**src/rtl/player_ctrl_if.sv**
```systemverilog
// player_ctrl_if
//  Bundles the keyboard/pause inputs and the motion outputs exchanged between
//  the player motion controller and its neighbours.
//  Signals:
//   key_down      10  key levels from the keyboard decoder, 1 = held
//   freeze         1  1 = hold all motion (pause/menu)
//   player_state   4  6 static, 7 right, 8 left, 9 up
//   player_jump    2  0 none, 1 rising, 2 falling
//   jump_busy      1  1 while player_jump != 0
//  Modports:
//   master  drives the keys and freeze, observes the motion outputs
//   slave   the controller itself
interface player_ctrl_if;
  logic [9:0] key_down;
  logic       freeze;
  logic [3:0] player_state;
  logic [1:0] player_jump;
  logic       jump_busy;

  modport master (
    output key_down, freeze,
    input  player_state, player_jump, jump_busy
  );

  modport slave (
    input  key_down, freeze,
    output player_state, player_jump, jump_busy
  );
endinterface

```
**src/rtl/player_ctrl.sv**
```systemverilog
// player_ctrl
//  Player motion controller sitting directly upstream of the sprite renderer.
//  Turns keyboard key levels into a registered player_state code and a jump
//  phase, timing each jump so the renderer climbs JUMP_HEIGHT vertical steps
//  (each STEP_CYCLES+1 clocks long) and then descends the same number.
//  Ports:
//   clk   system clock
//   rst   asynchronous active-low reset (0 = reset)
//   bus   player_ctrl_if.slave: key_down/freeze in,
//         player_state/player_jump/jump_busy out (all registered)
module player_ctrl #(
  parameter logic [3:0] KEY_LEFT    = 4'd0,
  parameter logic [3:0] KEY_RIGHT   = 4'd1,
  parameter logic [3:0] KEY_JUMP    = 4'd2,
  parameter int unsigned STEP_CYCLES = 2500000,
  parameter int unsigned JUMP_HEIGHT = 40
) (
  input  logic          clk,
  input  logic          rst,
  player_ctrl_if.slave  bus
);

  localparam logic [3:0]  ST_STATIC = 4'd6;
  localparam logic [3:0]  ST_RIGHT  = 4'd7;
  localparam logic [3:0]  ST_LEFT   = 4'd8;
  localparam logic [3:0]  ST_UP     = 4'd9;

  localparam logic [24:0] STEP_LAST   = 25'(STEP_CYCLES);
  localparam logic [6:0]  HEIGHT_LAST = 7'(JUMP_HEIGHT - 1);

  typedef enum logic [1:0] {
    J_IDLE = 2'd0,
    J_RISE = 2'd1,
    J_FALL = 2'd2
  } jump_state_e;

  jump_state_e j_state;
  logic [24:0] step_cnt;
  logic [6:0]  height_cnt;
  logic        key_jump_q;

  logic key_left;
  logic key_right;
  logic key_jump;
  logic jump_start;
  logic step_done;
  logic phase_done;

  // NOTE: every signal assigned in this always_comb gets a value on every
  // path, so no latch can be inferred.
  always_comb begin
    key_left   = bus.key_down[KEY_LEFT];
    key_right  = bus.key_down[KEY_RIGHT];
    key_jump   = bus.key_down[KEY_JUMP];
    // Rising edge of the jump key, only honoured on the ground and unfrozen;
    // an edge arriving during freeze is simply lost.
    jump_start = key_jump && !key_jump_q && (j_state == J_IDLE) && !bus.freeze;
    step_done  = (step_cnt == STEP_LAST);
    phase_done = step_done && (height_cnt == HEIGHT_LAST);
  end

  // NOTE: sequential state uses non-blocking assignments so every register
  // samples the pre-edge values of the others.
  always_ff @(posedge clk or negedge rst) begin
    if (!rst) begin
      j_state          <= J_IDLE;
      step_cnt         <= '0;
      height_cnt       <= '0;
      key_jump_q       <= 1'b0;
      bus.player_state <= ST_STATIC;
      bus.player_jump  <= 2'd0;
      bus.jump_busy    <= 1'b0;
    end else begin
      // Edge detector samples every clock, frozen or not, so a key held
      // across a freeze never produces a late start.
      key_jump_q <= key_jump;

      // Horizontal motion wins over "up"; left+right together cancel.
      if (bus.freeze)
        bus.player_state <= ST_STATIC;
      else if (key_left && !key_right)
        bus.player_state <= ST_LEFT;
      else if (key_right && !key_left)
        bus.player_state <= ST_RIGHT;
      else if ((j_state != J_IDLE) || jump_start)
        bus.player_state <= ST_UP;
      else
        bus.player_state <= ST_STATIC;

      if (!bus.freeze) begin
        unique case (j_state)
          J_IDLE: begin
            if (jump_start) begin
              j_state         <= J_RISE;
              step_cnt        <= '0;
              height_cnt      <= '0;
              bus.player_jump <= 2'd1;
              bus.jump_busy   <= 1'b1;
            end
          end
          J_RISE, J_FALL: begin
            if (phase_done) begin
              step_cnt   <= '0;
              height_cnt <= '0;
              if (j_state == J_RISE) begin
                j_state         <= J_FALL;
                bus.player_jump <= 2'd2;
              end else begin
                j_state         <= J_IDLE;
                bus.player_jump <= 2'd0;
                bus.jump_busy   <= 1'b0;
              end
            end else if (step_done) begin
              // Same cadence as the renderer: one vertical step per
              // STEP_CYCLES+1 clocks.
              step_cnt   <= '0;
              height_cnt <= height_cnt + 7'd1;
            end else begin
              step_cnt <= step_cnt + 25'd1;
            end
          end
          default: begin
            j_state         <= J_IDLE;
            bus.player_jump <= 2'd0;
            bus.jump_busy   <= 1'b0;
          end
        endcase
      end
    end
  end

endmodule

```
**src/flat_wrapper.sv**
```systemverilog
// flat-port wrapper written by rule: the top's interface ports become plain ports
module player_ctrl_flat 
#(
  parameter logic [3:0] KEY_LEFT    = 4'd0,
  parameter logic [3:0] KEY_RIGHT   = 4'd1,
  parameter logic [3:0] KEY_JUMP    = 4'd2,
  parameter int unsigned STEP_CYCLES = 2500000,
  parameter int unsigned JUMP_HEIGHT = 40
)
  (clk, rst, bus_key_down, bus_freeze, bus_player_state, bus_player_jump, bus_jump_busy);
  player_ctrl_if bus_i ();
  input  logic clk;
  input  logic rst;
  input wire logic [$bits(bus_i.key_down)-1:0] bus_key_down;
  input wire logic [$bits(bus_i.freeze)-1:0] bus_freeze;
  output wire logic [$bits(bus_i.player_state)-1:0] bus_player_state;
  output wire logic [$bits(bus_i.player_jump)-1:0] bus_player_jump;
  output wire logic [$bits(bus_i.jump_busy)-1:0] bus_jump_busy;
  assign bus_i.key_down = bus_key_down;
  assign bus_i.freeze = bus_freeze;
  assign bus_player_state = bus_i.player_state;
  assign bus_player_jump = bus_i.player_jump;
  assign bus_jump_busy = bus_i.jump_busy;
  player_ctrl #(.KEY_LEFT(KEY_LEFT), .KEY_RIGHT(KEY_RIGHT), .KEY_JUMP(KEY_JUMP), .STEP_CYCLES(STEP_CYCLES), .JUMP_HEIGHT(JUMP_HEIGHT)) u_core (.clk(clk), .rst(rst), .bus(bus_i));
endmodule
```
**config.mk**
```make
export PLATFORM = sky130hd
export DESIGN_NAME = player_ctrl_flat
export DESIGN_NICKNAME = d
export VERILOG_FILES = /design/src/rtl/player_ctrl_if.sv /design/src/rtl/player_ctrl.sv /design/src/flat_wrapper.sv
export SDC_FILE = /design/constraint.sdc
export NUM_CORES = 1
export LEC_CHECK = 0
export BUFFER_PORTS_ARGS = -buffer_cell sky130_fd_sc_hd__buf_2
export CAP_MARGIN = 30
export CELL_PAD_IN_SITES_DETAIL_PLACEMENT = 0
export CELL_PAD_IN_SITES_GLOBAL_PLACEMENT = 2
export CORE_MARGIN = 2
export CORE_UTILIZATION = 35
export CTS_BUF_LIST = sky130_fd_sc_hd__clkbuf_4
export DETAILED_ROUTE_END_ITERATION = 6
export PLACE_DENSITY_LB_ADDON = 0.1
export SYNTH_ARGS = -nofsm -noshare
export SYNTH_HDL_FRONTEND = slang
export SYNTH_SLANG_ARGS = --single-unit
export TNS_END_PERCENT = 20
```
**constraint.sdc**
```tcl
create_clock -name clk -period 4.7 [get_ports clk]
set_input_delay 0.47 -clock clk [delete_from_list [all_inputs] [get_ports clk]]
set_output_delay 0.47 -clock clk [all_outputs]
set_load 0.05 [all_outputs]
```
======== Word-level counts from Yosys, hierarchy flattened ========
Cells that the tools add are included.
operators by class
  equality and inequality tests ........... 8
  bitwise operators ....................... 1
  reduce and logical (&&, ||, !) cells .... 19
  multiplexer cells ....................... 20
  $add $sub $neg .......................... 2
operators with widths
  operator                                                                  number
  25-bit 2-to-1 mux                                                         3
  25-bit case mux with 2 select lines                                       1
  25-bit by 1-bit adder with 25-bit output (second input constant)          1
  25-bit by 22-bit equality test with 1-bit output (second input constant)  1
  7-bit 2-to-1 mux                                                          3
  4-bit 2-to-1 mux                                                          4
  7-bit case mux with 2 select lines                                        1
  4-bit AND reduction                                                       2
  7-bit by 1-bit adder with 7-bit output (second input constant)            1
  7-bit by 6-bit equality test with 1-bit output (second input constant)    1
  1-bit logical AND                                                         6
  2-bit 2-to-1 mux                                                          3
  3-bit AND reduction                                                       2
  1-bit zero test                                                           4
  2-bit by 1-bit != test with 1-bit output (second input constant)          2
  2-bit case mux with 2 select lines                                        1
  2-bit nonzero test                                                        2
  1-bit 2-to-1 mux                                                          3
  3-bit by 1-bit != test with 1-bit output (second input constant)          1
  2-bit by 1-bit equality test with 1-bit output (second input constant)    1
  2-bit equality test (second input constant)                               1
  2-bit zero test                                                           1
  2-bit != test (second input constant)                                     1
  1-bit case mux with 2 select lines                                        1
  other kinds (3)                                                           3
word-level totals
  input port bits ......................... 13
  flip-flop bits (word level) ............. 40
  output and inout bits ................... 7

======== Longest topological paths before layout ========
Gate-level depths: netlist of run 1.
  word-level depth ........................ 9
  mapped depth ............................ 9
  depth with buffers taken out ............ 7

======== Worst setup path before layout of run 1 ========
No wires, ideal clock.
  path kind ............................... reg-to-reg
  start ................................... register, netlist name u_core.bus.player_jump[1]
  end ..................................... register u_core.height_cnt[3]
  slack ................................... 2141 ps
  library setup time ...................... 95 ps
  cell stages (with the launch flop) ...... 10
  data required time ...................... 4605 ps
  data arrival time ....................... 2464 ps
  cell sequence ........................... dfrtp_1 inv_1 ha_1 clkbuf_1 inv_1 a211o_1 o31a_1 buf_6 or2_1 o31ai_1
RTL lines
  element               RTL line            source
  end signal, assigned  player_ctrl.sv:117  height_cnt <= height_cnt + 7'd1;
  end, declared         player_ctrl.sv:39   logic [6:0] height_cnt;

======== Worst setup path after layout of run 1 ========
  start ................................... register u_core.step_cnt[0]
  end ..................................... register u_core.step_cnt[21]
between the ends
  cells in the longest elaborated chain, start to end .. 4
ends and longest elaborated chain
  element                                                                                                       RTL line                               source
  start, declared                                                                                               player_ctrl.sv:38                      logic [24:0] step_cnt;
  start signal, assigned                                                                                        player_ctrl.sv:119                     step_cnt <= step_cnt + 25'd1;
  25-bit by 1-bit adder with 25-bit output or 25-bit by 22-bit equality test with 1-bit output (tied branches)  player_ctrl.sv:119, player_ctrl.sv:58
  25-bit 2-to-1 mux or 1-bit logical AND (tied branches)                                                        player_ctrl.sv:113, player_ctrl.sv:59
  25-bit 2-to-1 mux *                                                                                           player_ctrl.sv:102                     if (phase_done) begin
  25-bit case mux with 2 select lines *                                                                         player_ctrl.sv:91                      unique case (j_state)
Mark *: on every way between the ends. The rest lies on a longest branch, timed or not.
A chain may end at the register's enable or synchronous reset.

==> run metrics, run 1 <==
Period Utilization, post-route=between 50% and 60%; Fmax achieved=roughly 360 MHz; simple-gate share of the synthesized area=24.9%; Slew headroom=40.6%; Area after DPL=2270 um^2; status=finished, final reports clean; FILL cells=614; CP max stage cell=o21ai_1; CTS Hold Buffers Added=0; CTS tree=built; HPWL Detailed=3370 um; clock sinks=39; post-synthesis mux area share=2.09%; Max clock buf depth=2; CP Launch Type=flip-flop; P_leak=1.02 nW; Reg-to-Reg End=u_core.step_cnt[21]; Reg area=approximately 1000 um^2; synthesized area per cell=9.62 um^2; Vias/cell=5.49; layout cell share with drive strength beyond 1=13.1%; synthesized area=between 2000 and 2500 um^2; first-pass GRT wire length=7920 um; Routed WL=4770 um; num rows=28; cell taking the most area after synthesis=dfrtp_1; GRT busiest layer=met2; WS Path Type=reg2reg; Area Growth Syn to Fin=8.07%; Slew Viols, Final=0; share of flip-flops with an asynchronous set or reset=100%; final hold vios=0; Tmin final=2800 ps; Chip Height=82.5 um; syn nets=244; number of buffers created by CTS=5; CP Data Required Time=a little under 5000 ps; initial DRC count=31; Seq/Total Area, Yosys=a little under half; yosys warns=0; Worst Tran Pin Value=891 ps; Post-CTS Setup Bufs=0; Post-CTS Resized=0; Maximum Capacitance Violations=0; largest vdd supply drop=~0.34 mV; Ports=20; cells along the critical path=inv_1 -> ha_1 -> nor4bb_1 -> nand4_1 -> o21ai_1 -> and2_1 -> nor2_1; RSZ-0062 raised after global routing=no; overall routing resource usage=between 10% and 20%; total grt overflow=0; delay of the slowest cell on the worst path=720 ps; n_diodes=0; H-tree depth=2; die area=6800 um^2; dominant synthesized flop cell=dfrtp_1; most frequent cells after synthesis=dfrtp_1, nor2_1, nand2_1; cell count of the worst reg-to-reg path=7; Setup Viol. Count Final=0; Nets=256; CP endpoint=u_core.step_cnt[21]; R2R Setup Slk=1900 ps; Distinct cells, synth=48; DR WL/cell=15.3 um; detailed-route DRC error count=0; met3 GRT Util=under 10%; routability cong.=between 0.7 and 0.8; Worst-path clk slew=110 ps; worst-skew pair later-pin latency=~340 ps; Final ANT Viol Nets=0; PwrDens=about 460 nW/um^2; design area=around 2300 um^2; Adder-Cell Fraction of Synth Area=between 4 and 5%; HP Class=in2async; Post-synth EDFFs=0; crit-path max FO=17; iteration count of the initial detailed-routing pass=4; Post-Synth XOR/XNOR Area=6.50%; Setup Skew=6.50 ps; IO Port Bufs=12; largest net degree at the start of global routing=40; final setup TNS=0 ps; most frequent cell after synthesis=dfrtp_1; Yosys top cell area share=44.1%; Compound-Gate Fraction of Synth Area=13.1%; met2 Usage GRT=between 20 and 30%; WP data arrival=approximately 3000 ps; Worst setup startpoint=u_core.step_cnt[0]; vias in the first global route=1723; CTS Root Buffer Type=clkbuf_4; Mapped Cells=between 200 and 250; DIE WIDTH=between 80 and 90 um; R2R Path Start=u_core.step_cnt[0]; initial antenna violation count=0; Starting Density=between 30% and 40%; Yosys reg bits=39; area of the core=just under 6000 um^2; synth top area cells=dfrtp_1, xor2_1, nor2_1; Setup crit end kind=flip-flop; largest family of logic cells by synthesized area=simple AND/OR/NAND/NOR gates; area of the multi-input gates=1090 um^2; met1 Use GR=about a fifth; DR vias=1712
## state kept, by name, indices dropped and copies added, names as in the netlist
signal and flops:
u_core.step_cnt 25, u_core.height_cnt 7, u_core.bus.player_state 3, u_core.bus.player_jump 2, u_core.bus.jump_busy 1, u_core.key_jump_q 1
## worst max-delay path: cells and delay by family, from the launching register on
kind | cells | cell delay, ps
compound gates | 1 | 720
fa+ha+maj | 1 | 150
buf+inv | 1 | 100
flops | 1 | 430
simple gates | 4 | 1270
## kinds of logic (layout without fill, tap and decap cells)
kind of cell	after synthesis	after routing
buffers and inverters	19	32
XOR/XNOR	16	16
flip-flops	39	39
multiplexers	4	4
AND/OR/NAND/NOR	101	101
AO/OA/AOI/OAI	38	38
adder cells (fa/ha/maj)	7	7
## cell type report
cell class	count	share of cell area, %
tap	75	4.03
multi-input combinational	166	46.8
inverter	10	1.61
timing repair buffer	14	3.11
clock inverter	1	0.215
clock buffer	7	2.26
sequential	39	41.9
## worst min path at each step
stage | from | endpoint | slack, ps | cells after the start
floorplan | rst | u_core.bus.jump_busy | 170 | 0
global route | bus_key_down[2] | u_core.key_jump_q | 210 | 1
detailed placement | u_core.bus.jump_busy | u_core.bus.jump_busy | 520 | 1
CTS | bus_key_down[2] | u_core.key_jump_q | 220 | 1
global placement | u_core.bus.jump_busy | u_core.bus.jump_busy | 480 | 1
finish | rst | u_core.bus.player_jump[0] | 240 | 1
## layout by cell type, fill, tap and decap left out, types with 2 or more instances in the layout
cell and instances:
dfrtp_1 38, nor3_1 4, nand2_1 18, nor2b_1 3, clkbuf_4 7, nor4bb_1 2, a211o_1 2, nor2_1 25
o31ai_1 4, nand4_1 13, ha_1 7, inv_1 10, and3_1 3, and4_1 2, a22o_1 5, o211ai_1 2
or4_1 2, buf_2 13, o21ai_0 14, nand3_1 15, mux2_2 4, xor2_1 15, a21oi_1 2, nor4_1 3
## through the flow
step	hold WS, ps	worst slack [ps]	total power [mW]	instances	utilization [%]
detailed placement	524	1900	0.901	304	38.4
CTS	222	1870	1.08	312	39.3
global route	210	1710	1.15	312	39.3
finish	241	1900	1.07	312	39.3
global placement	482	1980	0.875	303	38.3
floorplan	174	2140	0.780	224	-
## power by group
part           leakage (nW)  switching, mW  total, mW  internal, mW
Clock                0.0361          0.108      0.177        0.0700
Combinational         0.474          0.299      0.433         0.134
Sequential            0.513         0.0637      0.458         0.395
Total                  1.02          0.470       1.07         0.599
## metal layers
| metal | wire (um) | up-vias |
|---|---|---|
| met3 | 142 | 4 |
| li1 | - | 832 |
| met2 | 2350 | 24 |
| met5 | 0 | - |
| met4 | 39 | 0 |
| met1 | 2230 | 852 |
Note: power is estimated with default switching activity, not from simulation.
==> inputs of run 2 (changes only) <==
ABC_AREA = 1   (was default)
clock period = 2.9 ns   (was 4.7 ns; I/O delays follow)
==> run metrics, run 2 <==
HP Class=in2reg (was in2async); num rows=30 (was 28); most frequent cells after synthesis=nand2_1, nor2_1, inv_1 (was dfrtp_1, nor2_1, nand2_1); P_leak=1.31 nW (was 1.02 nW); WP data arrival=2240 ps (was 3000 ps); CTS tree=built (unchanged); top flop regs=u_core.step_cnt (25), u_core.height_cnt (7), u_core.bus.player_state (3) (unchanged); Distinct cells, synth=33 (was 48); Area after DPL=2660 um^2 (was 2270 um^2); Starting Density=36.6% (was 36.4%); n_diodes=0 (unchanged); H-tree depth=2 (unchanged); Ports=20 (unchanged); IO Port Bufs=12 (unchanged); Chip Height=88.8 um (was 82.5 um); DR vias=2069 (was 1712); clock sinks=39 (unchanged); Max clock buf depth=2 (unchanged); detailed-route DRC error count=0 (unchanged); Fmax achieved=498 MHz (was 358 MHz); Final ANT Viol Nets=0 (unchanged); Worst setup startpoint=u_core.bus.player_jump[0] (was u_core.step_cnt[0]); Area Growth Syn to Fin=11.1% (was 8.07%); Seq/Total Area, Yosys=38.8% (was 45.3%); Top reg by flops=u_core.step_cnt (unchanged); Post-CTS Resized=0 (unchanged); yosys warns=0 (unchanged); cells along the critical path=inv_1 -> ha_1 -> o21ai_2 -> nand2_2 -> inv_2 -> nand2_4 -> inv_2 -> nor2_1 (was inv_1 -> ha_1 -> nor4bb_1 -> nand4_1 -> o21ai_1 -> and2_1 -> nor2_1); CP Data Required Time=3130 ps (was 4910 ps); Mapped Cells=345 (was 224); synth top area cells=dfrtp_1, nand2_1, nor2_1 (was dfrtp_1, xor2_1, nor2_1); layout cell share with drive strength beyond 1=14.6% (was 13.1%); share of flip-flops with an asynchronous set or reset=100% (unchanged); Buf+Inv Stages, Crit Path=3 (was 1); leading cell types in the layout, fill and taps excluded=nand2_1, nor2_1, inv_1, dfrtp_1, nand3_1 (was dfrtp_1, nor2_1, nand2_1, nand3_1, xor2_1); Setup Skew=6.94 ps (was 6.50 ps); family with the most delay on the worst path=buffers and inverters (was simple AND/OR/NAND/NOR gates); Post-CTS Setup Bufs=0 (unchanged); Nets=382 (was 256); iteration count of the initial detailed-routing pass=4 (unchanged); CTS Root Buffer Type=clkbuf_4 (unchanged); Tmin final=2010 ps (was 2800 ps); synthesized area per cell=7.30 um^2 (was 9.62 um^2); dominant synthesized flop cell=dfrtp_1 (unchanged); PwrDens=653 nW/um^2 (was 459 nW/um^2); HPWL Detailed=4290 um (was 3370 um); Vias/cell=4.51 (was 5.49); Slew Viols, Final=0 (unchanged); CP Launch Type=flip-flop (unchanged); Hold Path Origin=bus_key_down[2]; R2R Path Start=u_core.bus.player_jump[0] (was u_core.step_cnt[0]); Period Utilization, post-route=69.2% (was 59.5%); commonest non-fill, non-tap cell in the layout=nand2_1 (was dfrtp_1); number of buffers created by CTS=5 (unchanged); Maximum Capacitance Violations=0 (unchanged); worst-skew pair later-pin latency=340 ps (about the same); initial DRC count=82 (was 31); overall routing resource usage=16.5% (was 15.5%); most frequent cell after synthesis=nand2_1 (was dfrtp_1); Yosys top cell area share=37.8% (was 44.1%); WS Path Type=reg2reg (unchanged); RSZ-0062 raised after global routing=no (unchanged); Setup Viol. Count Final=0 (unchanged); Slew headroom=72.3% (was 40.6%); total grt overflow=0 (unchanged); DIE WIDTH=88.8 um (was 82.5 um); most used cell, CP=inv_2; largest vdd supply drop=0.479 mV (was 0.335 mV); crit-path max FO=13 (was 17); first-pass GRT wire length=9890 um (was 7920 um); vias in the first global route=2052 (was 1723); delay of the slowest cell on the worst path=440 ps (was 720 ps); CP max stage cell=dfrtp_1 (was o21ai_1); Routed WL=5760 um (was 4770 um); Worst-path clk slew=120 ps (was 110 ps); Setup crit end kind=flip-flop (unchanged); Yosys reg bits=39 (unchanged); initial antenna violation count=0 (unchanged); largest net degree at the start of global routing=40 (unchanged); syn nets=365 (was 244); routability cong.=0.755 (was 0.778); Worst Tran Pin Value=416 ps (was 891 ps); flip-flop count of the largest register after layout=25 (unchanged); CTS Hold Buffers Added=0 (unchanged); FILL cells=740 (was 614); status=finished, final reports clean (unchanged); synthesized area=2520 um^2 (was 2160 um^2); final hold vios=0 (unchanged); die area=7890 um^2 (was 6800 um^2); area of the core=6870 um^2 (was 5920 um^2); DR WL/cell=12.5 um (was 15.3 um); final setup TNS=0 ps (unchanged); design area=2800 um^2 (was 2330 um^2); cell taking the most area after synthesis=dfrtp_1 (unchanged); Post-synth EDFFs=0 (unchanged)
-- run 2: cell types whose count changed after synthesis, sizes merged, moves of 4 or more --
cell,previous run,this run
nand2,18,92
nor2,25,73
inv,10,43
nand3,15,31
xor2,15,5
a21oi,2,8
a22o,5,0
nand4,13,8
mux2,4,0
o31ai,4,0
xnor2,1,5
-- run 2: where the power goes --
| part | internal, mW | total (mW) | switching [mW] |
|---|---|---|---|
| registers | 0.609 | 0.665 | 0.0565 |
| logic | 0.193 | 0.696 | 0.503 |
| clock network | 0.278 | 0.465 | 0.186 |
| total | 1.08 | 1.83 | 0.746 |
-- run 2: stage by stage --
stage | std cells | hold slack [ps] | utilization (%) | setup WS (ps) | power (mW)
after floorplan | 345 | -5.59 | - | 888 | 1.23
after global placement | 449 | 413 | 38.8 | 910 | 1.37
after detailed placement | 449 | 417 | 38.8 | 877 | 1.38
after CTS | 457 | 26.4 | 40.3 | 844 | 1.86
after global routing | 459 | 19.6 | 40.7 | 715 | 1.97
final | 459 | 55.9 | 40.7 | 893 | 1.83
-- run 2: final timing paths --
| check | end | slack [ps] | cells past startpoint |
|---|---|---|---|
| setup / recovery | u_core.step_cnt[21] | 890 | 8 |
| min in group asynchronous | u_core.step_cnt[12] | 370 | 2 |
| max in group asynchronous | u_core.bus.player_state[2] | 2010 | 3 |
| setup reg to reg | u_core.step_cnt[21] | 890 | 8 |
| hold / removal | u_core.key_jump_q | 60 | 1 |
| hold reg to reg | u_core.bus.jump_busy | 500 | 2 |
-- run 2: cell type report --
class	instances	area (um^2)	area share, %
inverter	43	161	5.77
clock inverter	2	60.1	2.15
timing repair buffer	15	97.6	3.49
clock buffer	6	45.0	1.61
tap	96	120	4.29
sequential	39	977	34.9
multi-input combinational	258	1340	47.8
-- run 2: cells by family (layout without fill, tap and decap cells) --
group,after synthesis,after routing,synth area share [%]
simple gates,216,216,40.3
buf+inv,48,66,8.10
fa+ha+maj,7,7,3.48
xor+xnor,10,10,3.48
flops,39,39,38.8
compound gates,25,25,5.86
-- run 2: routing by layer --
| metal | vias up | part of all wire, % | track usage (%) |
|---|---|---|---|
| met2 | 19 | 46 | 27.1 |
| met4 | 0 | 0.99 | 4.13 |
| met5 | - | 0 | 0 |
| li1 | 1115 | - | - |
| met3 | 5 | 2.8 | 3.08 |
| met1 | 930 | 50 | 22.3 |
-- run 2: worst reg2reg max path, cell delays in order, from the launching register on --
cell	delay (ps)
dfrtp_1	440
inv_1	90
ha_1	260
o21ai_2	90
nand2_2	220
inv_2	300
nand2_4	160
inv_2	250
nor2_1	90
==> inputs of run 3 (changes only) <==
CORE_UTILIZATION = 32   (was 35)
clock period = 1.8 ns   (was 2.9 ns; I/O delays follow)
==> run metrics, run 3 (synthesis results as in run 2) <==
routability cong.=0.773 (was 0.755); Final ANT Viol Nets=0 (unchanged); Setup crit end kind=flip-flop (unchanged); initial DRC count=65 (was 82); Starting Density=32.7% (was 36.6%); Nets=402 (was 382); flip-flop count of the largest register after layout=25 (unchanged); area of the core=7690 um^2 (was 6870 um^2); largest net degree at the start of global routing=19 (was 40); Period Utilization, post-route=94.4% (was 69.2%); Max clock buf depth=2 (unchanged); Worst Tran Pin Value=472 ps (was 416 ps); n_diodes=0 (unchanged); Top reg by flops=u_core.step_cnt (unchanged); overall routing resource usage=16.7% (was 16.5%); Maximum Capacitance Violations=0 (unchanged); num rows=32 (was 30); DR WL/cell=12.9 um (was 12.5 um); DIE WIDTH=92.7 um (was 88.8 um); status=finished, final reports clean (unchanged); Area Growth Syn to Fin=16.8% (was 11.1%); fin util=38.2% (was 40.7%); H-tree depth=2 (unchanged); Ports=20 (unchanged); Slew Viols, Final=0 (unchanged); Routed WL=6260 um (was 5760 um); WP data arrival=2000 ps (was 2240 ps); CTS tree=built (unchanged); DR vias=2171 (was 2069); commonest non-fill, non-tap cell in the layout=nand2_1 (unchanged); Tmin final=1700 ps (was 2010 ps); design area=2940 um^2 (was 2800 um^2); CP Launch Type=flip-flop (unchanged); Slew headroom=68.5% (was 72.3%); Setup Skew=10.8 ps (was 6.94 ps); die area=8590 um^2 (was 7890 um^2); Chip Height=92.7 um (was 88.8 um); Area after DPL=2800 um^2 (was 2660 um^2); total grt overflow=0 (unchanged); detailed-route DRC error count=0 (unchanged); WS Path Type=reg2reg (unchanged); Setup Viol. Count Final=0 (unchanged); Vias/cell=4.48 (was 4.51); clock sinks=39 (unchanged); layout cell share with drive strength beyond 1=20.6% (was 14.6%); crit-path max FO=9 (was 13); IO Port Bufs=12 (unchanged); HPWL Detailed=4850 um (was 4290 um); leading cell types in the layout, fill and taps excluded=nand2_1, nor2_1, inv_1, dfrtp_1, nand3_1 (unchanged); vias in the first global route=2265 (was 2052); HP Class=in2reg (unchanged); Worst-path clk slew=130 ps (was 120 ps); PwrDens=992 nW/um^2 (was 653 nW/um^2); Fmax achieved=588 MHz (was 498 MHz); largest vdd supply drop=0.624 mV (was 0.479 mV); RSZ-0062 raised after global routing=yes (was no); top flop regs=u_core.step_cnt (25), u_core.height_cnt (7), u_core.bus.player_state (3) (unchanged); final hold vios=0 (unchanged); number of buffers created by CTS=5 (unchanged); P_leak=1.41 nW (was 1.31 nW); first-pass GRT wire length=11200 um (was 9890 um); initial antenna violation count=0 (unchanged); worst-skew pair later-pin latency=350 ps (was 340 ps); iteration count of the initial detailed-routing pass=5 (was 4); CTS Root Buffer Type=clkbuf_4 (unchanged); CP Data Required Time=2100 ps (was 3130 ps)
[run 3: final timing paths]
path,to,slack [ps],from,cells after the start
hold / removal,u_core.bus.player_state[0],100,bus_freeze,2
max in group asynchronous,u_core.step_cnt[13],950,rst,3
setup reg to reg,u_core.step_cnt[12],100,u_core.bus.player_jump[0],9
hold reg to reg,u_core.bus.jump_busy,500,u_core.bus.jump_busy,2
setup / recovery,u_core.step_cnt[12],100,u_core.bus.player_jump[0],9
min in group asynchronous,u_core.step_cnt[5],290,rst,2
[run 3: timing repair]
item,CTS,global route
setup buffers,0,5
endpoints found under the setup margin,0,12
resized for setup,0,6
hold buffers,2,0
hold endpoints to repair,16,0
[run 3: metal layers]
metal / up-vias / wire (um) / GRT usage, %
li1: 1155 / - / -
met1: 994 / 3170 / 22.2
met2: 20 / 2930 / 28.5
met3: 2 / 129 / 2.85
met4: 0 / 29 / 3.31
met5: - / 0 / 0
[run 3: layout make-up]
cell class | instances | area (um^2)
Clock inverter | 1 | 5.00
Sequential cell | 39 | 980
Inverter | 43 | 161
Timing Repair Buffer | 35 | 250
Tap cell | 102 | 128
Clock buffer | 7 | 52.6
Multi-Input combinational cell | 258 | 1360
Fill cell | 857 | 4750
[run 3: critical path, stage by stage, from the launching register on]
cell	delay (ps)
dfrtp_2	430
ha_1	190
nor2_1	170
nand2_4	110
buf_4	180
nor2_8	180
buf_4	140
nand2_2	40
xor2_1	130
nor2_1	80
[run 3: report_power, final]
part / leakage (nW) / switching [mW] / internal, mW
sequential: 0.526 / 0.0871 / 0.984
combinational: 0.847 / 0.866 / 0.480
clock: 0.0361 / 0.317 / 0.183
[run 3: stage by stage]
stage | TNS [ps] | cells | hold WS [ps] | worst slack [ps] | power (mW)
after floorplan | 0 | 345 | -116 | 60.5 | 2.00
after global placement | 0 | 470 | 174 | 104 | 2.40
after detailed placement | 0 | 470 | 173 | 116 | 2.40
after CTS | 0 | 480 | 78.3 | 91.6 | 2.92
after global routing | -4.54 | 485 | 81.9 | -4.54 | 3.18
final | 0 | 485 | 98.8 | 101 | 2.92
